==> src/rtl/acc_ser.sv <==
// acc_ser: parallel-to-serial transmitter for the accumulator's serial load port.
// A word is captured on accept and its low L bits go out MSB-first, one bit per clock.
// tx_en frames the burst. After each complete burst there is one GAP cycle with
// done high, so the downstream accumulator can commit the frame.
//
// Ports:
//   clk    in          clock, rising edge
//   nRst   in          asynchronous active-low reset
//   start  in          transmit request, sampled in IDLE or GAP
//   len    in  [LENW]  bit count; 0 or anything above WIDTH means WIDTH
//   data   in  [WIDTH] word to send; bits [L-1:0] are transmitted
//   abort  in          truncates a burst in SHIFT
//   tx     out         serial bit, forced low outside tx_en
//   tx_en  out         frame strobe
//   busy   out         high in SHIFT and GAP
//   done   out         one-cycle pulse in GAP after a completed burst
module acc_ser #(
    parameter int WIDTH = 128,
    parameter int LENW  = 8
) (
    input  logic             clk,
    input  logic             nRst,
    input  logic             start,
    input  logic [LENW-1:0]  len,
    input  logic [WIDTH-1:0] data,
    input  logic             abort,
    output logic             tx,
    output logic             tx_en,
    output logic             busy,
    output logic             done
);

    typedef enum logic [1:0] {
        IDLE  = 2'd0,
        SHIFT = 2'd1,
        GAP   = 2'd2
    } state_t;

    state_t           state_q, state_d;
    logic [WIDTH-1:0] sh_q, sh_d;
    logic [LENW-1:0]  cnt_q, cnt_d;

    logic [LENW-1:0]  eff_len;
    logic [WIDTH-1:0] sh_load;

    // Clamp the length. 2^LENW > WIDTH, so WIDTH itself fits in the counter.
    always_comb begin
        eff_len = len;
        if (len == '0 || len > LENW'(WIDTH))
            eff_len = LENW'(WIDTH);
    end

    // Left-align the payload so bit L-1 lands on the MSB. The bits below are zero-filled.
    assign sh_load = data << (LENW'(WIDTH) - eff_len);

    always_comb begin
        state_d = state_q;
        sh_d    = sh_q;
        cnt_d   = cnt_q;
        case (state_q)
            IDLE: begin
                if (start) begin
                    state_d = SHIFT;
                    sh_d    = sh_load;
                    cnt_d   = eff_len;
                end
            end
            SHIFT: begin
                if (abort) begin
                    state_d = IDLE;
                    sh_d    = '0;
                    cnt_d   = '0;
                end else begin
                    sh_d  = {sh_q[WIDTH-2:0], 1'b0};
                    cnt_d = cnt_q - LENW'(1);
                    if (cnt_q == LENW'(1))
                        state_d = GAP;
                end
            end
            GAP: begin
                // abort has no effect here; start may chain the next frame
                if (start) begin
                    state_d = SHIFT;
                    sh_d    = sh_load;
                    cnt_d   = eff_len;
                end else begin
                    state_d = IDLE;
                end
            end
            default: begin
                state_d = IDLE;
                sh_d    = '0;
                cnt_d   = '0;
            end
        endcase
    end

    always_ff @(posedge clk or negedge nRst) begin
        if (!nRst) begin
            state_q <= IDLE;
            sh_q    <= '0;
            cnt_q   <= '0;
        end else begin
            state_q <= state_d;
            sh_q    <= sh_d;
            cnt_q   <= cnt_d;
        end
    end

    // All outputs decode registered state only, so there is no input-to-output path.
    assign tx_en = (state_q == SHIFT);
    assign tx    = tx_en & sh_q[WIDTH-1];
    assign busy  = (state_q != IDLE);
    assign done  = (state_q == GAP);

endmodule

==> config.mk <==
export PLATFORM = sky130hd
export DESIGN_NAME = acc_ser
export DESIGN_NICKNAME = d
export VERILOG_FILES = /design/src/rtl/acc_ser.sv
export SDC_FILE = /design/constraint.sdc
export NUM_CORES = 1
export LEC_CHECK = 0
export CAP_MARGIN = 20
export CORE_MARGIN = 1
export CORE_UTILIZATION = 35
export CTS_CLUSTER_SIZE = 14
export DETAILED_ROUTE_END_ITERATION = 16
export SLEW_MARGIN = 20
export SYNTH_ARGS = -nofsm -noshare
export SYNTH_HDL_FRONTEND = slang
export SYNTH_SLANG_ARGS = --single-unit
==> constraint.sdc <==
create_clock -name clk -period 2.1 [get_ports clk]
set_clock_uncertainty 0.1 [all_clocks]
set_input_delay 0.42 -clock clk [delete_from_list [all_inputs] [get_ports clk]]
set_output_delay 0.42 -clock clk [all_outputs]
set_load 0.03 [all_outputs]
# After elaboration in Yosys (flattened, before gate mapping)
# Cells that the tools add are included.
# op_classes
n_addsub,2
mul,0
div,0
order_cmp,1
n_eq_ne,6
shifts,1
n_mux,12
n_bitwise,1
n_reduce_logical,6
# ops
operator,n
$mux W128,2
$pmux W128 S2,1
$shl A128 B8 Y128,1
$mux W8,3
$pmux W8 S2,1
$eq A8 B1 Y1 const B,1
$gt A8 B8 Y1 const B,1
$logic_not A8 Y1,1
$sub A8 B1 Y8 const B,1
$sub A8 B8 Y8 const A,1
$mux W2,3
$pmux W2 S3,1
$ne A3 B2 Y1 const B,1
$eq A2 B1 Y1 const B,1
$eq A2 B2 Y1 const B,1
$logic_not A2 Y1,1
$ne A2 B1 Y1 const B,1
$ne A2 B2 Y1 const B,1
$reduce_and A2 Y1,1
$reduce_bool A2 Y1,1
$reduce_or A2 Y1,1
$and A1 B1 Y1,1
$logic_or A1 B1 Y1,1
$mux W1,1
# totals
reg_bits,138
latchBits,0
ram_bits,0
mem_bits_ro,0
input_bits,140
out_inout_bits,4
memories,0

# Longest topological paths before layout
# depth
ltp_word,7
depth_mapped,20
ltp_nobuf,11

# Least setup slack after synthesis
# Ideal clock, no wire load.
# synth_timing
path_kind,input to register
from,input port len[7]
to,register sh_q[111]
setup_time_ns,0.140
t_arrival_ns,3.918
setup_slack_ns,-2.059
stages,17
n_path_buf,9
path_cell_list,buf_2 -> nor2b_1 -> buf_6 -> buf_6 -> inv_1 -> buf_2 -> buf_2 -> ha_1 -> inv_1 -> clkbuf_1 -> clkbuf_1 -> buf_1 -> clkbuf_1 -> mux4_2 -> and2_1 -> a221oi_1 -> o211ai_1
# synth_between
elab_chain_len,7
word_cells_on_any_way,8
classes_between,1 x add/sub; 1 x order compare; 1 x shift; 3 x mux; 2 x reduce/logical
# synth_lines
element,line_no,rtl
from (decl),24,"input logic [LENW-1:0] len,"
$gt A8 B8 Y1 or $logic_not A8 Y1 (tied branches),49,if (len == '0 || len > LENW'(WIDTH))
$logic_or A1 B1 Y1,49,
$mux W8 (*),49,
$sub A8 B8 Y8 (*),54,assign sh_load = data << (LENW'(WIDTH) - eff_len);
$shl A128 B8 Y128 (*),54,
$mux W128 (*),"62, 82",
$pmux W128 S2 (*),60,case (state_q)
to (signal assigned),101,sh_q <= '0;
to (signal assigned),105,sh_q <= sh_d;
to (decl),40,"logic [WIDTH-1:0] sh_q, sh_d;"
# Mark *: on every way between the ends. The rest lies on a longest branch, timed or not. The select of a mux whose other input is x is not followed.
# A chain may end at the register's enable or synchronous reset.

# Worst setup path after layout
# layout_timing
from,input port len[7]
to,register sh_q[26]
# The elaborated chain is that of the path after synthesis.

==> Flow_metrics.wiki <==
{| class="wikitable"
! Metric !! Value
|-
| Estimated wirelength of the detail-placed design || 86.0 mm
|-
| Worst hold slack || about 0.34 ns
|-
| Share of power burned in combinational logic || between 60 and 70%
|-
| Internal power of the cells || 12,200 uW
|-
| Fraction of synthesized area in multiplexers || 28.2%
|-
| IO Port Bufs || between 100 and 150
|-
| Unrepaired setup endpoints after global routing || yes
|-
| Vias || 22,643
|-
| Total wirelength of the detailed-routed design || 108 mm
|-
| Worst-path clk slew || 0.06 ns
|-
| CTS Buf Count || 17
|-
| Chain of cells forming the critical path || buf_8, nor2b_4, inv_6, ha_4, xnor2_4, buf_12, buf_6, buf_6, mux4_2, buf_4, buf_6, o22ai_4, a311oi_2, a21o_2, a222oi_1, inv_1
|-
| Post-placement setup slack || -2.34 ns
|-
| Post-placement cell count || 3,226
|-
| Rows || 79
|-
| Capture instance of the worst register-to-register path || sh_q[101]
|-
| Placer Congestion || 1.04
|-
| Area growth from synthesis to final layout || 72.3%
|-
| Proportion of layout cells with a drive suffix above 1 || 51.6%
|-
| Post-synthesis adder-cell area fraction || less than 1%
|-
| Routed length per instance || 32.0 um
|-
| Synth Area in XOR/XNOR || 0.432%
|-
| Share of the clock period used by the worst path || 147%
|-
| Pin count of the biggest net entering global routing || 39
|-
| Sequential cell area fraction in the yosys report || 20.5%
|-
| Maximum level of the CTS H-tree || 4
|-
| Power share of the sequential group || 18.3%
|-
| Final design utilization || 61.7%
|-
| Delay contributed by the slowest stage of the critical path || 0.60 ns
|-
| Number of detailed-routing iterations run before antenna repair || 10
|-
| Final standard cell count with taps included and fillers excluded || 3,382
|-
| Initial antenna violation count || 1
|-
| Commonest cells after routing, fill and taps aside || sky130_fd_sc_hd__buf_4 (650), sky130_fd_sc_hd__nand2_1 (246), sky130_fd_sc_hd__dfrtp_1 (137)
|-
| Critical path required time || 2.33 ns
|-
| Worst Path Max Fanout || 5
|-
| Initial Util || 35.8%
|-
| Start-to-end type of the worst setup path || input pin to register
|-
| Kind of capture point of the worst setup path || register
|-
| Cells on worst reg2reg path || 6
|-
| Max-slew violation count || 0
|-
| Final Net Count || 2,903
|-
| Global-route wire length before repair || 153 mm
|-
| Number of cells on the critical path || 16
|-
| Boundary Pins || 144
|-
| Flip-flop and latch count after synthesis || 138
|-
| Upper clock frequency limit || 0.323 GHz
|-
| Clock power frac || 15.1%
|-
| Number of flops mapped to enable cells by yosys || 0
|-
| Transition time at the pin with the least slew margin || 1.19 ns
|-
| CTS Buffer Depth || 2
|-
| Pwr dens || ~760 mW/mm^2
|-
| Final setup violation count || 131
|-
| Reg-to-Reg Start || state_q[0]
|-
| Switching part of the total || 44.9%
|-
| Overall Global Routing Usage || 42.7%
|-
| Cell variety after synth || 82
|-
| Post-synthesis cell count || 1,937
|-
| Simple-gate portion of the synthesized area || 14.6%
|-
| Post-Synthesis Net Count || 2,080
|-
| Headroom to the max-slew limit || 20.4%
|-
| Die Area || between 0.04 and 0.05 mm^2
|-
| Result of the run || finished, violations left
|-
| Static leakage || 0.0120 uW
|-
| Post-DRT Antenna Nets || 0
|-
| Violated checks || setup timing
|-
| Cell area after synthesis || 0.0168 mm^2
|-
| Number of max-cap violations || 0
|-
| CTS sink count || 138
|-
| DRC Markers || 0
|-
| Register-to-Register Setup Slack || -0.76 ns
|-
| Most frequent standard cell in the layout excluding fill and tap cells || sky130_fd_sc_hd__buf_4
|-
| Violation count after the first detailed-route iteration || 3,022
|-
| Die width || between 200 and 250 um
|-
| Die H || approximately 220 um
|-
| Total power after layout || 22,200 uW
|-
| Class of the tightest hold or removal check || input pin to async pin
|-
| Total grt overflow || 0
|-
| Clock root buffer || sky130_fd_sc_hd__clkbuf_16
|-
| Clock insertion delay at the later pin of the skew report || 0.46 ns
|-
| Synth warnings || 0
|-
| Final critical-path required period || 3.09 ns
|-
| Share of the synthesized area in compound gates (AO/OA/AOI/OAI) || 30.2%
|-
| Share of synthesized registers carrying an async set or reset || 100%
|-
| Number of hold-slack violations in the final timing report || 0
|-
| Area inside the core boundary || 0.0470 mm^2
|-
| Cell mode on critical path || sky130_fd_sc_hd__buf_6
|-
| CTS tree || built
|-
| Commonest register cell after synthesis || sky130_fd_sc_hd__dfrtp_1
|-
| Number of buffer and inverter stages on the critical path || 8
|-
| Average cell area after synthesis || 8.68 um^2
|-
| Setup slack of the critical path after layout || -0.992 ns
|-
| Critical path's top delay family || buffers and inverters
|-
| Mean number of vias per cell || roughly 6.7
|-
| Worst path arrival time || 3.32 ns
|-
| Critical Path Start Type || input pin
|-
| Net switching component of the power || between 9000 and 10,000 uW
|-
| Main combinational cell family by area after synthesis || compound AO/OA/AOI/OAI gates
|-
| Maximum resistive drop on vdd || 0.593 mV
|-
| Via count of the first global-routing pass || approximately 22,000
|-
| CP max stage cell || sky130_fd_sc_hd__mux4_2
|}
-- kinds of logic (layout without fill, tap and decap cells) --
family / Yosys count / after routing
compound gates: 729 / 729
other cells: 0 / 2
mux: 299 / 299
flops: 138 / 138
simple gates: 555 / 555
buf+inv: 209 / 1045
fa+ha+maj: 3 / 3
xor+xnor: 4 / 4
-- cells in the mapped netlist, types with 25 or more instances --
master,n,area share (%)
sky130_fd_sc_hd__nand2_1,276,6.2
sky130_fd_sc_hd__o21ai_0,144,4.3
sky130_fd_sc_hd__dfrtp_1,138,21
sky130_fd_sc_hd__mux4_2,136,18
sky130_fd_sc_hd__mux2i_1,126,7.5
sky130_fd_sc_hd__a21oi_1,118,3.5
sky130_fd_sc_hd__nor2_1,116,2.6
sky130_fd_sc_hd__clkbuf_1,98,2.2
sky130_fd_sc_hd__a22oi_1,96,4.3
sky130_fd_sc_hd__buf_2,55,1.6
sky130_fd_sc_hd__a222oi_1,40,2.4
sky130_fd_sc_hd__nor3_1,40,1.2
sky130_fd_sc_hd__mux2_2,37,2.5
sky130_fd_sc_hd__nand3_1,37,1.1
sky130_fd_sc_hd__o22ai_1,37,1.4
sky130_fd_sc_hd__o211ai_1,32,1.4
sky130_fd_sc_hd__a31oi_1,29,1.1
sky130_fd_sc_hd__a211oi_1,25,1.1
-- metrics by stage --
stage	area (um^2)	TNS, ns
CTS	27500	-93.57
detailed placement	24300	-241.14
floorplan	17100	-170.83
finish	29000	-101.28
global placement	24300	-231.01
global route	29000	-108.82
-- metal layers --
layer | GRT usage [%] | vias up | wire, um
li1 | - | 9391 | -
met1 | 57.8 | 11312 | 43200
met2 | 65.2 | 1605 | 46900
met3 | 7.45 | 335 | 10900
met4 | 22.6 | 0 | 7470
met5 | 0 | - | 0
-- power by group through the flow --
stage | sequential (uW) | clock (uW) | combinational (uW)
global route | 4090 | 3460 | 15100
finish | 4050 | 3350 | 14800
floorplan | 3750 | 0 | 5370
CTS | 3990 | 3370 | 13300
global placement | 4010 | 0 | 11700
detailed placement | 4020 | 0 | 11800
-- worst register-to-register path, stage by stage, from the launching register on --
cell	delay [ns]
sky130_fd_sc_hd__dfrtp_2	0.45
sky130_fd_sc_hd__buf_4	0.15
sky130_fd_sc_hd__buf_4	0.13
sky130_fd_sc_hd__o41ai_4	1.03
sky130_fd_sc_hd__o2111ai_1	0.40
sky130_fd_sc_hd__nand4_1	0.31
sky130_fd_sc_hd__a2bb2oi_1	0.19
-- registers in the layout (all words and copies together) (netlist names) --
register,cells
cnt_q,8
sh_q,128
state_q,2
-- worst max path at each step --
stage	start	to	slack, ns
finish	len[7]	sh_q[26]	-0.99
floorplan	len[0]	sh_q[112]	-1.67
global route	len[7]	sh_q[122]	-1.09
CTS	len[0]	sh_q[112]	-0.93
detailed placement	len[7]	sh_q[127]	-2.34
global placement	len[7]	sh_q[127]	-2.28
-- timing repair --
action / CTS / global route
hold buffers: 1 / 0
resized for setup: 414 / 270
pin swaps: 71 / 78
setup endpoints to repair: 139 / 140
setup buffers: 80 / 46
cloned: 8 / 3
hold endpoints to repair: 29 / 0
-- cell type report --
cell class / count / area, um^2
sequential: 138 / 3450
fill: 3966 / 18000
timing repair buffer: 994 / 9320
inverter: 19 / 80.1
multi-input combinational: 1590 / 14700
clock buffer: 19 / 433
tap: 607 / 759
antenna: 2 / 5.00
clock inverter: 13 / 193
Power figures use the tool's default switching activity.
